--- src/rtl/audio_pkg.sv ---
// Shared types and constants for the audio stream controller slice.
package audio_pkg;

    localparam int unsigned SAMPLE_W = 32;

    typedef logic signed [SAMPLE_W-1:0] sample_t;

    typedef struct packed {
        sample_t l;
        sample_t r;
    } stereo_t;

    typedef enum logic [2:0] {
        IDLE,
        DISPATCH,
        WAIT_RES,
        LOAD,
        WAIT_OUT
    } ctrl_state_e;

    localparam stereo_t SILENCE = '0;

endpackage

--- src/rtl/audio_watchdog.sv ---
// Cycle watchdog: counts enabled cycles and flags expiry on the TIMEOUT_CYC-th one.
module audio_watchdog
    import audio_pkg::*;
#(
    parameter int unsigned TIMEOUT_CYC = 1024
) (
    input  logic i_clk,
    input  logic i_rst_n,
    input  logic i_clr,
    input  logic i_en,
    output logic o_expire
);

    localparam int unsigned CW = $clog2(TIMEOUT_CYC + 1);
    localparam logic [CW-1:0] LAST = CW'(TIMEOUT_CYC - 1);

    logic [CW-1:0] r_cnt;

    always_ff @(posedge i_clk) begin
        if (!i_rst_n || i_clr) begin
            r_cnt <= '0;
        end else if (i_en && !o_expire) begin
            r_cnt <= r_cnt + CW'(1);
        end
    end

    assign o_expire = i_en && (r_cnt == LAST);

endmodule

--- src/rtl/audio_stream_ctrl.sv ---
// Moves one stereo sample at a time from the codec input, through the effect
// pipeline (or mute/bypass), to the codec output, with a dispatch watchdog.
module audio_stream_ctrl
    import audio_pkg::*;
#(
    parameter int unsigned DATA_W      = 32,
    parameter int unsigned TIMEOUT_CYC = 1024,
    parameter int unsigned CNT_W       = 32
) (
    input  logic              CLOCK_50,
    input  logic              reset_n,
    input  logic              cfg_mute,
    input  logic              cfg_bypass,
    input  logic              audio_in_available,
    input  logic [DATA_W-1:0] audio_in_L,
    input  logic [DATA_W-1:0] audio_in_R,
    output logic              read_audio_in,
    input  logic              audio_out_allowed,
    output logic              write_audio_out,
    output logic [DATA_W-1:0] audio_out_L,
    output logic [DATA_W-1:0] audio_out_R,
    output logic              proc_valid,
    input  logic              proc_ready,
    output logic [DATA_W-1:0] proc_L,
    output logic [DATA_W-1:0] proc_R,
    input  logic              res_valid,
    input  logic [DATA_W-1:0] res_L,
    input  logic [DATA_W-1:0] res_R,
    output logic [CNT_W-1:0]  sample_count,
    output logic              timeout_err,
    output logic              busy
);

    ctrl_state_e       r_state;
    ctrl_state_e       w_next_state;
    stereo_t           r_smp;
    stereo_t           r_val;
    stereo_t           r_out;
    logic              r_rd;
    logic              r_wr;
    logic              r_mute;
    logic              r_bypass;
    logic              r_terr;
    logic [CNT_W-1:0]  r_cnt;
    logic              w_wd_en;
    logic              w_expire;

    assign w_wd_en = (r_state == DISPATCH) || (r_state == WAIT_RES);

    audio_watchdog #(
        .TIMEOUT_CYC (TIMEOUT_CYC)
    ) u_watchdog (
        .i_clk    (CLOCK_50),
        .i_rst_n  (reset_n),
        .i_clr    (!w_wd_en),
        .i_en     (w_wd_en),
        .o_expire (w_expire)
    );

    always_ff @(posedge CLOCK_50) begin
        if (!reset_n) begin
            r_state <= IDLE;
        end else begin
            r_state <= w_next_state;
        end
    end

    // IDLE stays put for the pop cycle; routing happens on the edge read_audio_in falls.
    always_comb begin
        w_next_state = r_state;
        unique case (r_state)
            IDLE:     if (r_rd) w_next_state = (r_mute || r_bypass) ? LOAD : DISPATCH;
            DISPATCH: if (w_expire) w_next_state = LOAD;
                      else if (proc_ready) w_next_state = WAIT_RES;
            WAIT_RES: if (res_valid || w_expire) w_next_state = LOAD;
            LOAD:     w_next_state = WAIT_OUT;
            WAIT_OUT: if (audio_out_allowed) w_next_state = IDLE;
            default:  w_next_state = IDLE;
        endcase
    end

    always_ff @(posedge CLOCK_50) begin
        if (!reset_n) begin
            r_smp    <= SILENCE;
            r_val    <= SILENCE;
            r_out    <= SILENCE;
            r_rd     <= 1'b0;
            r_wr     <= 1'b0;
            r_mute   <= 1'b0;
            r_bypass <= 1'b0;
            r_terr   <= 1'b0;
            r_cnt    <= '0;
        end else begin
            r_rd <= 1'b0;
            r_wr <= 1'b0;
            unique case (r_state)
                IDLE: begin
                    if (r_rd) begin
                        r_val <= r_mute ? SILENCE : r_smp;
                    end else if (audio_in_available) begin
                        r_rd     <= 1'b1;
                        r_smp.l  <= audio_in_L;
                        r_smp.r  <= audio_in_R;
                        r_mute   <= cfg_mute;
                        r_bypass <= cfg_bypass;
                    end
                end
                DISPATCH: begin
                    if (w_expire) begin
                        r_val  <= SILENCE;
                        r_terr <= 1'b1;
                    end
                end
                WAIT_RES: begin
                    if (res_valid) begin
                        r_val.l <= res_L;
                        r_val.r <= res_R;
                    end else if (w_expire) begin
                        r_val  <= SILENCE;
                        r_terr <= 1'b1;
                    end
                end
                LOAD: begin
                    r_out <= r_val;
                end
                WAIT_OUT: begin
                    if (audio_out_allowed) begin
                        r_wr <= 1'b1;
                        if (r_cnt != '1) begin
                            r_cnt <= r_cnt + 1'b1;
                        end
                    end
                end
                default: ;
            endcase
        end
    end

    assign read_audio_in   = r_rd;
    assign write_audio_out = r_wr;
    assign audio_out_L     = r_out.l;
    assign audio_out_R     = r_out.r;
    assign proc_valid      = (r_state == DISPATCH);
    assign proc_L          = r_smp.l;
    assign proc_R          = r_smp.r;
    assign sample_count    = r_cnt;
    assign timeout_err     = r_terr;
    assign busy            = (r_state != IDLE);

endmodule

--- config.mk ---
export PLATFORM = sky130hd
export DESIGN_NAME = audio_stream_ctrl
export DESIGN_NICKNAME = d
export VERILOG_FILES = /design/src/rtl/audio_pkg.sv /design/src/rtl/audio_watchdog.sv /design/src/rtl/audio_stream_ctrl.sv
export SDC_FILE = /design/constraint.sdc
export NUM_CORES = 1
export LEC_CHECK = 0
export ABC_AREA = 1
export BUFFER_PORTS_ARGS = -buffer_cell sky130_fd_sc_hd__buf_2
export CORE_ASPECT_RATIO = 1.5
export CORE_MARGIN = 3
export CORE_UTILIZATION = 45
export CTS_BUF_LIST = sky130_fd_sc_hd__clkbuf_4 sky130_fd_sc_hd__clkbuf_8
export DETAILED_ROUTE_END_ITERATION = 10
export PLACE_DENSITY = 0.81
export SLEW_MARGIN = 20
export SYNTH_ARGS = -nofsm -noshare
export SYNTH_HDL_FRONTEND = slang
export SYNTH_SLANG_ARGS = --single-unit
export TNS_END_PERCENT = 20
--- constraint.sdc ---
create_clock -name CLOCK_50 -period 5.25 [get_ports CLOCK_50]
set_clock_uncertainty 0.05 [all_clocks]
set_input_delay 1.05 -clock CLOCK_50 [delete_from_list [all_inputs] [get_ports CLOCK_50]]
set_output_delay 1.05 -clock CLOCK_50 [all_outputs]
set_load 0.05 [all_outputs]
==> results of run 1 <==
==> stage by stage <==
step	setup slack, ns	std cells
finish	2.478	2141
global route	2.384	2141
CTS	2.428	2140
detailed placement	2.268	2072
global placement	2.284	2072
floorplan	3.006	1529
==> layer usage <==
| metal | wire (µm) | track usage |
|---|---|---|
| met4 | 1244 | 0.09798 |
| met2 | 15620 | 0.4197 |
| met3 | 2291 | 0.04801 |
| met5 | 0 | 0 |
| met1 | 11860 | 0.2539 |
==> sequential cells by signal, indices dropped and copies added (netlist names) <==
register and count:
sample_count 32, read_audio_in 1, timeout_err 1, write_audio_out 1
audio_out_R 32, proc_L 32, audio_out_L 32, proc_R 32
r_val 64, u_watchdog.r_cnt 11, r_mute 1, r_bypass 1
r_state 3
==> worst max-delay path by stage <==
stage	from	to	slack, ns	cells after the start
final	r_state[0]	proc_valid	2.48	3
after CTS	r_state[0]	proc_valid	2.43	3
after global routing	r_state[0]	proc_valid	2.38	3
after global placement	reset_n	sample_count[7]	2.28	4
after detailed placement	reset_n	r_val[61]	2.27	4
after floorplan	reset_n	r_val[18]	3.01	5
==> worst max-delay path, cell delays in order, from the launching register on <==
cell	delay, ns
dfxtp_1	0.59
nand3_2	0.21
inv_1	0.09
buf_2	0.28
==> power breakdown <==
group	internal (mW)	switching (mW)
registers	2.15	0.240
clock network	0.997	0.749
logic	0.599	1.91
total	3.75	2.90
==> logic make-up (layout without fill, tap and decap cells) <==
logic type | after synthesis | in the layout | synth area share
and+or+nand+nor | 758 | 758 | 0.2901
AOI/OAI and AO/OA | 312 | 312 | 0.1609
DFF | 243 | 243 | 0.4455
buffers and inverters | 198 | 490 | 0.08845
xor gates and xnor gates | 16 | 16 | 0.01283
adders and majority gates | 2 | 2 | 0.002291
other | 0 | 1 | 0
==> cell usage after synthesis, drive strengths merged <==
master | n | area share
dfxtp | 243 | 0.45
a21oi | 102 | 0.064
inv | 114 | 0.039
ha | 2 | 0.0023
o21ai | 210 | 0.097
nand3 | 30 | 0.014
nand3b | 2 | 0.0014
nor3 | 6 | 0.0048
xnor2 | 6 | 0.0048
clkinv | 1 | 0.00034
xor2 | 10 | 0.0080
nor2 | 337 | 0.12
buf | 40 | 0.034
nand4 | 9 | 0.0052
clkbuf | 43 | 0.015
nand2 | 373 | 0.14
nor4 | 1 | 0.00057
==> cell type report <==
type | instances | area (µm²)
Fill cell | 2275 | 10620
Clock inverter | 6 | 61.31
Sequential cell | 243 | 4865
Timing Repair Buffer | 307 | 1556
Antenna cell | 1 | 2.502
Multi-Input combinational cell | 1088 | 5105
Tap cell | 319 | 399.1
Inverter | 115 | 439.2
Clock buffer | 62 | 784.5
==> impl_metrics.tcl, run 1 <==
set metrics [dict create \
    dp_hpwl_mm 21.46 \
    maxSlewHeadroom 0.3065 \
    worst-r2r-cell-count 8 \
    fp.dieW_um 133.2 \
    grt_usage 0.2285 \
    routed_wl_mm 31.01 \
    endpoint_kind "primary output" \
    port_buffers 300 \
    hold_end "r_val[63]" \
    path_clk_slew_ns 0.06 \
    syn_inst 1529 \
    h-tree-depth 2 \
    dpl_cell_area_um2 12360 \
    tightest_slew_ns 1.040 \
    root_buffer "clkbuf_8" \
    final_util 0.5545 \
    arrival_ns 1.67 \
    p_total_mw 6.646 \
    nets 1932 \
    synth-seq-cells 243 \
    cts_made_buffers 39 \
    hp-class "reg -> reg" \
    final_hold_viol_count 0 \
    cts_setup_buffers 0 \
    fmax_mhz 360.8 \
    timing.rr.end "r_val[58]" \
    layout_common_cells "nor2_1 (330), nand2_1 (314), buf_2 (299), dfxtp_1 (243), o21ai_0 (162)" \
    io_pins 301 \
    yosysUniqueCellTypes 34 \
    syn2layout_area_growth_pct 20.99 \
    clock_path_buffers 3 \
    yosys_warnings 0 \
    peakVddDrop_uv 352.3 \
    final_common_cell "nor2_1" \
    gp_congestion 1.025 \
    seq_area_frac_synth 0.4455 \
    antenna_found_initial 1 \
    drive_gt1_frac 0.2784 \
    worstSetupPathType "reg -> out" \
    fp.coreArea_um2 23830 \
    grt_overflow 0 \
    fp.dieH_um 196.8 \
    holdCritStartpoint "r_val[63]" \
    critPathLaunchType "flop" \
    regToRegSetupSlack_ns 2.67 \
    power_leakage_nw 5.764 \
    period_minus_slack_ns 2.772 \
    grt_max_degree 73 \
    cts.sinks 243 \
    stdcell_area_um2 13210 \
    syn_area_per_cell_um2 7.142 \
    cts_hold_buffers 0 \
    whs_ns 0.4075 \
    drt_iter0_markers 538 \
    status "finished, final reports clean" \
    netlist_area_um2 10920 \
    rsz0062_at_grt "false" \
    drcViolationCount 0 \
    syn-num-nets 1667 \
    vias 10645 \
    post-route-period-util 0.5279 \
    worstSkewPairLatency_ns 0.53 \
    powerDensity_nw_per_um2 503.0 \
    maxSlewViolCount 0 \
    drv_cap 0 \
    cts_tree "done" \
    die-area_um2 26210 \
    setup_viol 0 \
    r2r_start "u_watchdog.r_cnt[0]" \
    worstHoldPathCells 2 \
    wl_per_cell_um 14.48 \
    start_util 0.4583 \
    cp.required_ns 4.15 \
    crit_fanout 8 \
    rows 69 \
    cts_resized 0 \
    drt-vias-per-instance 4.972 \
    final.setup.tns_ns 0 \
    grt_pass1_wl_mm 49.71 \
    grt_pass1_vias 10108 \
    dr.pass1.iters 5 \
    detail-route-antenna-nets 0 \
]
Power figures use the tool's default switching activity.
==> run 2: changes to the inputs <==
--- a/config.mk
+++ b/config.mk
@@ -12,7 +12,7 @@
 export CORE_UTILIZATION = 45
 export CTS_BUF_LIST = sky130_fd_sc_hd__clkbuf_4 sky130_fd_sc_hd__clkbuf_8
 export DETAILED_ROUTE_END_ITERATION = 10
-export PLACE_DENSITY = 0.81
+export PLACE_DENSITY = 0.84
 export SLEW_MARGIN = 20
 export SYNTH_ARGS = -nofsm -noshare
 export SYNTH_HDL_FRONTEND = slang
==> constraint.sdc (replaced) <==
create_clock -name CLOCK_50 -period 2.45 [get_ports CLOCK_50]
set_clock_uncertainty 0.05 [all_clocks]
set_input_delay 0.49 -clock CLOCK_50 [delete_from_list [all_inputs] [get_ports CLOCK_50]]
set_output_delay 0.49 -clock CLOCK_50 [all_outputs]
set_load 0.05 [all_outputs]
==> run 2 against run 1 <==
  * Total power grew 120%
  * Highest routed layer is now met5
  * Combinational power grew 120%
  * Sequential power grew 110%
==> impl_metrics.tcl, run 2 (same netlist as run 1, synthesis figures left out) <==
set metrics [dict create \
    cts_made_buffers 39 \
    rsz0062_at_grt "false" \
    worstSetupPathType "reg -> reg" \
    antenna_found_initial 8 \
    cts_resized 0 \
    powerDensity_nw_per_um2 1081 \
    final_cells 2150 \
    cts.sinks 243 \
    setup_viol 0 \
    dp_hpwl_mm 22.72 \
    cts_hold_buffers 0 \
    power_leakage_nw 5.816 \
    post-route-period-util 0.9194 \
    cts_setup_buffers 0 \
    start_util 0.4583 \
    cp.required_ns 2.80 \
    crit_slowest_cell "dfxtp_1" \
    fp.coreArea_um2 23830 \
    drive_gt1_frac 0.2816 \
    rows 69 \
    nets 1944 \
    path_clk_slew_ns 0.06 \
    largest_register_ffs 64 \
    drt-vias-per-instance 5.024 \
    routed_wl_mm 32.40 \
    worst-r2r-cell-count 9 \
    clock_path_buffers 3 \
    seqCellArea_um2 4865 \
    dr.pass1.iters 5 \
    syn2layout_area_growth_pct 21.96 \
    tightest_slew_ns 0.7115 \
    final_common_cell "nor2_1" \
    grt_max_degree 137 \
    io_pins 301 \
    cp.depth 9 \
    fmax_mhz 443.9 \
    crit_chain "ha_1 -> nand3_1 -> nor2_1 -> nand3_1 -> nand2_1 -> nand2_4 -> buf_4 -> nand2_1 -> a21oi_1" \
    final_hold_viol_count 0 \
    gp_congestion 0.9285 \
    grt_overflow 0 \
    root_buffer "clkbuf_8" \
    die-area_um2 26210 \
    highest_layer "met5" \
    drcViolationCount 0 \
    grt_pass1_wl_mm 51.52 \
    worstSkewPairLatency_ns 0.56 \
    multi_input_area_um2 5105 \
    critPathLaunchType "flop" \
    arrival_ns 2.61 \
    port_buffers 300 \
    regMostFlops "r_val" \
    status "finished, final reports clean" \
    maxSlewHeadroom 0.5257 \
    drt-met1-wl_mm 11.80 \
    cts_tree "done" \
    peakVddDrop_uv 863.1 \
    nFillCells 2235 \
    route.met3.wl_mm 2.650 \
    crit_fanout 38 \
    grt_usage 0.2390 \
    grt_pass1_vias 10489 \
    h-tree-depth 2 \
    critPathMaxStageDelay_ns 0.43 \
    wl_per_cell_um 15.07 \
    met2_length_mm 16.28 \
    worstHoldPathCells 3 \
    drt_iter0_markers 635 \
    p_total_mw 14.40 \
    drv_cap 0 \
    fp.dieW_um 133.2 \
    hp-class "in -> reg" \
    endpoint_kind "flop" \
    crit_family "simple AND/OR/NAND/NOR gates" \
    detail-route-antenna-nets 0 \
    period_minus_slack_ns 2.253 \
    vias 10801 \
    fp.dieH_um 196.8 \
    final.setup.tns_ns 0 \
    layout_common_cells "nor2_1 (330), nand2_1 (314), buf_2 (299), dfxtp_1 (243), o21ai_0 (162)" \
    maxSlewViolCount 0 \
    placed_cells 2084 \
    crit_buf_inv 1 \
]
## run 2: worst paths after layout
kind | startpoint | to | slack, ns
hold / removal | audio_in_L[5] | proc_L[5] | 0.12
setup reg to reg | u_watchdog.r_cnt[0] | r_val[54] | 0.20
setup / recovery | u_watchdog.r_cnt[0] | r_val[54] | 0.20
hold reg to reg | r_val[63] | r_val[63] | 0.41
## run 2: power by group
group	switching (mW)	internal, mW	total, mW
combinational	4.23	1.38	5.61
clock	1.60	2.09	3.69
sequential	0.496	4.60	5.10
## run 2: worst reg2reg max path, cell delays in order (launching register included)
cell,delay [ns]
dfxtp_1,0.43
ha_1,0.29
nand3_1,0.20
nor2_1,0.23
nand3_1,0.18
nand2_1,0.17
nand2_4,0.06
buf_4,0.29
nand2_1,0.15
a21oi_1,0.07
## run 2: per-stage QoR
step	utilization	cell area [µm²]	hold slack, ns	worst slack [ns]
2_1_floorplan	-	10920	0.3860	0.3363
6_report	0.5590	13320	0.1234	0.1974
3_5_place_dp	0.5242	12490	0.4017	0.2820
5_1_grt	0.5589	13320	0.1270	0.006441
4_1_cts	0.5588	13310	0.09230	0.1772
3_3_place_gp	0.5242	12490	0.3927	0.4332
## run 2: layout make-up
type | count | share of cell area
inverters | 115 | 0.03279
diodes | 2 | 0.0003758
clock buffers | 58 | 0.05712
flip-flops and latches | 243 | 0.3652
well taps | 319 | 0.02997
repair buffers | 319 | 0.1264
multi-input cells | 1088 | 0.3833
clock inverters | 6 | 0.004791
## run 2: routing by layer
layer | vias to the layer above | GRT usage
met5 | - | 0
met4 | 12 | 0.1254
met3 | 120 | 0.06256
met2 | 438 | 0.4265
met1 | 4862 | 0.2587
li1 | 5369 | -
